[config.mk]
export PLATFORM = sky130hd
export DESIGN_NAME = ctrl_pipe_chain
export DESIGN_NICKNAME = d
export VERILOG_FILES = /design/src/rtl/ctrl_pipe_chain.sv
export SDC_FILE = /design/constraint.sdc
export NUM_CORES = 1
export LEC_CHECK = 0
export ABC_AREA = 0
export CORE_UTILIZATION = 40
export DETAILED_ROUTE_END_ITERATION = 16
export PLACE_DENSITY_LB_ADDON = 0.05
export RECOVER_POWER = 100
export SLEW_MARGIN = 10
export SYNTH_ARGS = -nofsm -noshare
export SYNTH_HDL_FRONTEND = slang
export SYNTH_SLANG_ARGS = --single-unit
export TNS_END_PERCENT = 5
[constraint.sdc]
create_clock -name Clk -period 2.45 [get_ports Clk]
set_input_delay 0.3675 -clock Clk [delete_from_list [all_inputs] [get_ports Clk]]
set_output_delay 0.3675 -clock Clk [all_outputs]
set_load 0.01 [all_outputs]
[src/rtl/ctrl_pipe_chain.sv]
// Control-word pipeline chain: fetch counter, DEPTH control stages with stall,
// bubble and flush handling, and a saturating retire counter.
module ctrl_pipe_chain #(
    parameter int unsigned CTRL_W  = 24,
    parameter int unsigned DEPTH   = 4,
    parameter int unsigned PC_W    = 8,
    parameter int unsigned PC_STEP = 4,
    parameter int unsigned RET_W   = 16
) (
    input  logic                    Clk,
    input  logic                    Rst,
    input  logic                    LE,
    input  logic                    S,
    input  logic [CTRL_W-1:0]       ctrl_in,
    input  logic                    br_taken,
    input  logic [PC_W-1:0]         br_target,
    input  logic [DEPTH-1:0]        flush_mask,
    output logic [PC_W-1:0]         front_q,
    output logic [DEPTH*CTRL_W-1:0] stage_ctrl,
    output logic [DEPTH-1:0]        stage_valid,
    output logic [RET_W-1:0]        retire_cnt,
    output logic                    stall_active
);

    localparam logic [RET_W-1:0] RET_MAX = {RET_W{1'b1}};

    logic [PC_W-1:0]              pc_q, pc_d;
    logic [DEPTH-1:0][CTRL_W-1:0] ctrl_q, ctrl_d;
    logic [DEPTH-1:0]             valid_q, valid_d;
    logic [RET_W-1:0]             ret_q, ret_d;
    logic                         stall_q, stall_d;

    // Fetch counter: a redirect beats an advance and is taken even while stalled.
    always_comb begin
        pc_d = pc_q;
        if (br_taken) begin
            pc_d = br_target;
        end else if (LE) begin
            pc_d = PC_W'(pc_q + PC_W'(PC_STEP));
        end
    end

    // Stage next-state: stage 0 holds on stall, stage 1 takes a bubble, the rest always shift.
    always_comb begin
        ctrl_d  = ctrl_q;
        valid_d = valid_q;

        if (flush_mask[0]) begin
            ctrl_d[0]  = '0;
            valid_d[0] = 1'b0;
        end else if (LE) begin
            if (S) begin
                ctrl_d[0]  = '0;
                valid_d[0] = 1'b0;
            end else begin
                ctrl_d[0]  = ctrl_in;
                valid_d[0] = 1'b1;
            end
        end

        if (flush_mask[1] || !LE) begin
            ctrl_d[1]  = '0;
            valid_d[1] = 1'b0;
        end else begin
            ctrl_d[1]  = ctrl_q[0];
            valid_d[1] = valid_q[0];
        end

        for (int i = 2; i < int'(DEPTH); i++) begin
            if (flush_mask[i]) begin
                ctrl_d[i]  = '0;
                valid_d[i] = 1'b0;
            end else begin
                ctrl_d[i]  = ctrl_q[i-1];
                valid_d[i] = valid_q[i-1];
            end
        end
    end

    // Retire counts the word leaving the last stage, even if that stage is flushed now.
    always_comb begin
        ret_d = ret_q;
        if (valid_q[DEPTH-1] && (ret_q != RET_MAX)) begin
            ret_d = RET_W'(ret_q + RET_W'(1));
        end
        stall_d = ~LE;
    end

    always_ff @(posedge Clk) begin
        if (Rst) begin
            pc_q    <= '0;
            ctrl_q  <= '0;
            valid_q <= '0;
            ret_q   <= '0;
            stall_q <= 1'b0;
        end else begin
            pc_q    <= pc_d;
            ctrl_q  <= ctrl_d;
            valid_q <= valid_d;
            ret_q   <= ret_d;
            stall_q <= stall_d;
        end
    end

    assign front_q      = pc_q;
    assign stage_ctrl   = ctrl_q;
    assign stage_valid  = valid_q;
    assign retire_cnt   = ret_q;
    assign stall_active = stall_q;

endmodule

==> flow_metrics.env <==
export IMPL_status="finished with violations"
export IMPL_violations="max-capacitance violations, max-slew violations"
export IMPL_cts_sinks=125
export IMPL_cap_violations=1
export IMPL_worst_path_buf_inv=3
export IMPL_finalCritPeriodShare=0.861
export IMPL_port_buffers=165
export IMPL_p_leak_nw=2.78
export IMPL_final_setup_tns_ps=0
export IMPL_max_stage_delay_ps=760
export IMPL_routed_wl_mm=10.3
export IMPL_cp_max_fo=25
export IMPL_worstPathArrival_ps=2550
export IMPL_min_period_ps=2110
export IMPL_fin_cells=722
export IMPL_p_per_area_nw_per_um2=709
export IMPL_yosys_warnings=0
export IMPL_hpwl_mm=6.90
export IMPL_die_area_sq_um=10800
export IMPL_worst_slew_pin_slew_ps=1550
export IMPL_cpLargestDelayFamily="buffers and inverters"
export IMPL_firstDrtPassIters=4
export IMPL_setup_violations=0
export IMPL_cp_end_kind="flop"
export IMPL_routedWlPerCell_microns=14.2
export IMPL_placed_cells=690
export IMPL_finClkSkew_ps=9.09
export IMPL_fp_dieW_microns=104
export IMPL_cts_hold_buf=0
export IMPL_cp_slowest_cell="clkbuf_1"
export IMPL_synth_seq_cells=125
export IMPL_antenna_cells=0
export IMPL_final_nets=619
export IMPL_path_class="in2reg"
export IMPL_antenna_found_initial=0
export IMPL_grt_pass1_vias=3335
export IMPL_synth_cell_types=38
export IMPL_ir_drop_mv=0.367
export IMPL_relSlewSlack=-0.0304
export IMPL_grt_pass1_wl_mm=16.8
export IMPL_root_buffer="clkbuf_8"
export IMPL_cts_tree="built"
export IMPL_rsz0062_at_grt="no"
export IMPL_path_clk_slew_ps=60
export IMPL_syn2layout_area_growth_pct=55.8
export IMPL_start_kind="input port"
export IMPL_cts_max_level=4
export IMPL_viasPerCell=4.70
export IMPL_min_delay_path_class="in2reg"
export IMPL_ctsLongestPathBuffers=2
export IMPL_io_pins=166
export IMPL_synth_nets=451
export IMPL_start_util=0.419
export IMPL_vias=3390
export IMPL_hold_viol=0
export IMPL_cts_setup_buffers=0
export IMPL_drv_slew=26
export IMPL_avgSynthCellArea_sq_um=10.2
export IMPL_path_cells="clkdlybuf4s50_1 > clkbuf_2 > nor3b_1 > clkbuf_1 > and2_0"
export IMPL_layout_drive_gt1_share=0.0747
export IMPL_cts_resized=0
export IMPL_dr_first_iter_drc_count=69
export IMPL_clk_insertion_delay_late_ps=500
export IMPL_critPathRequiredTime_ps=2890
export IMPL_synth_area_sq_um=4150
export IMPL_gr_usage_all_layers=0.197
export IMPL_coreArea_sq_um=9910
export IMPL_ant_nets=0
export IMPL_max_freq_ghz=0.474
export IMPL_gp_congestion=0.814
export IMPL_die_h_microns=104
export IMPL_syn_inst=408
export IMPL_seq_area_frac_synth=0.603
export IMPL_grt_max_degree=28
export IMPL_finalPower_w=0.00459
export IMPL_drcViolationCount=0
export IMPL_rows=36
export IMPL_cts_buffers=17
export IMPL_grt_ovfl_total=0
per-layer routing:
| layer | vias to the layer above | global-route usage | routed length [microns] | share of wire |
|---|---|---|---|---|
| li1 | 1693 | - | - | - |
| met1 | 1575 | 0.230 | 4440 | 0.43 |
| met2 | 113 | 0.333 | 5090 | 0.50 |
| met3 | 9 | 0.0695 | 667 | 0.065 |
| met4 | 0 | 0.0673 | 79 | 0.0077 |
| met5 | - | 0 | 0 | 0 |
cells by family after synthesis:
| logic type | after synthesis | share of synthesized area |
|---|---|---|
| AOI/OAI and AO/OA | 56 | 0.0811 |
| DFF | 125 | 0.603 |
| adders and majority gates | 2 | 0.00603 |
| muxes | 6 | 0.0151 |
| buffers and inverters | 26 | 0.0241 |
| xor gates and xnor gates | 5 | 0.0105 |
| and+or+nand+nor | 188 | 0.260 |
where the power goes:
part	internal [W]	switching, W	leakage [nW]
sequential	0.00205	0.0000144	1.01
clock	0.00136	0.000949	0.256
combinational	0.000110	0.0000970	1.51
total	0.00353	0.00106	2.78
synthesized netlist by cell type:
| cell | number | area (sq um) |
|---|---|---|
| or4_2 | 1 | 8.76 |
| or3_1 | 4 | 25.0 |
| nor3_1 | 5 | 25.0 |
| mux2_2 | 2 | 22.5 |
| inv_1 | 4 | 15.0 |
| nor4_1 | 2 | 12.5 |
| nor4b_1 | 1 | 8.76 |
| nand3_2 | 1 | 10.0 |
| dfxtp_1 | 125 | 2500 |
| o21ai_0 | 5 | 25.0 |
| xor2_1 | 5 | 43.8 |
| nand3b_1 | 1 | 7.51 |
| nor2_1 | 40 | 150 |
| nor2b_1 | 26 | 163 |
| and4_1 | 1 | 8.76 |
| ha_1 | 2 | 25.0 |
| a211oi_1 | 5 | 37.5 |
| or3_2 | 3 | 22.5 |
| nand2_1 | 9 | 33.8 |
| or3b_1 | 1 | 8.76 |
| clkinv_1 | 1 | 3.75 |
| o31ai_1 | 7 | 52.6 |
| o41ai_4 | 1 | 27.5 |
| mux2i_1 | 4 | 40.0 |
| buf_1 | 2 | 7.51 |
| nand2b_1 | 1 | 6.26 |
| nand4_4 | 1 | 21.3 |
| buf_2 | 2 | 10.0 |
| and2_1 | 75 | 469 |
| a21oi_1 | 37 | 185 |
| nor3b_1 | 1 | 7.51 |
| clkbuf_1 | 17 | 63.8 |
| and3_1 | 1 | 6.26 |
| a311oi_1 | 1 | 8.76 |
| nand4_1 | 4 | 25.0 |
| or4_1 | 4 | 30.0 |
| or2_2 | 1 | 6.26 |
| nand3_1 | 5 | 25.0 |
worst min-delay path, cell delays in order:
cell,delay [ps]
clkdlybuf4s50_1,400
nand2_1,70
a21oi_1,50
registers in the layout (all words and copies together), names as in the netlist:
| register | cells |
|---|---|
| stage_ctrl | 96 |
| front_q | 8 |
| stage_valid | 4 |
| retire_cnt | 16 |
| stall_active | 1 |
area by class of cell:
class	instances	area, sq um
clock inverters	14	134
multi-input cells	257	1550
fillers	806	3440
inverters	5	18.8
flip-flops and latches	125	2500
repair buffers	170	1680
clock buffers	18	418
well taps	133	166
cells in the final DEF (no fill, tap or decap), types with 2 or more instances in the layout:
| cell type | instances |
|---|---|
| a211oi_1 | 5 |
| a21oi_1 | 37 |
| and2_0 | 38 |
| and2_1 | 37 |
| buf_4 | 2 |
| clkbuf_1 | 3 |
| clkbuf_16 | 16 |
| clkdlybuf4s50_1 | 39 |
| clkinvlp_4 | 5 |
| dfxtp_1 | 125 |
| dlygate4sd3_1 | 126 |
| ha_1 | 2 |
| inv_1 | 4 |
| inv_6 | 6 |
| mux2_2 | 2 |
| mux2i_1 | 4 |
| nand2_1 | 9 |
| nand3_1 | 5 |
| nand4_1 | 4 |
| nor2_1 | 40 |
| nor2b_1 | 25 |
| nor3_1 | 5 |
| nor4_1 | 2 |
| o21ai_0 | 5 |
| o31ai_1 | 7 |
| or3_1 | 4 |
| or3_2 | 3 |
| or4_1 | 4 |
| xor2_1 | 5 |
through the flow:
stage | utilization | setup slack [ps] | cell area, sq um | hold WS, ps
after floorplan | - | 435 | 4150 | 467
after global placement | 0.599 | 468 | 5940 | 435
after detailed placement | 0.599 | 401 | 5940 | 438
after CTS | 0.655 | 395 | 6490 | 421
after global routing | 0.653 | 146 | 6470 | 455
final | 0.653 | 341 | 6470 | 441
path summary, 6_finish.rpt:
check,start,to,slack [ps],cells past startpoint
setup / recovery,LE,stage_ctrl[38],340,5
hold / removal,br_target[2],front_q[2],440,3
hold reg to reg,stage_valid[1],stage_valid[2],450,1
setup reg to reg,retire_cnt[0],retire_cnt[14],380,5
No activity file was read; power rests on OpenSTA's default activity.
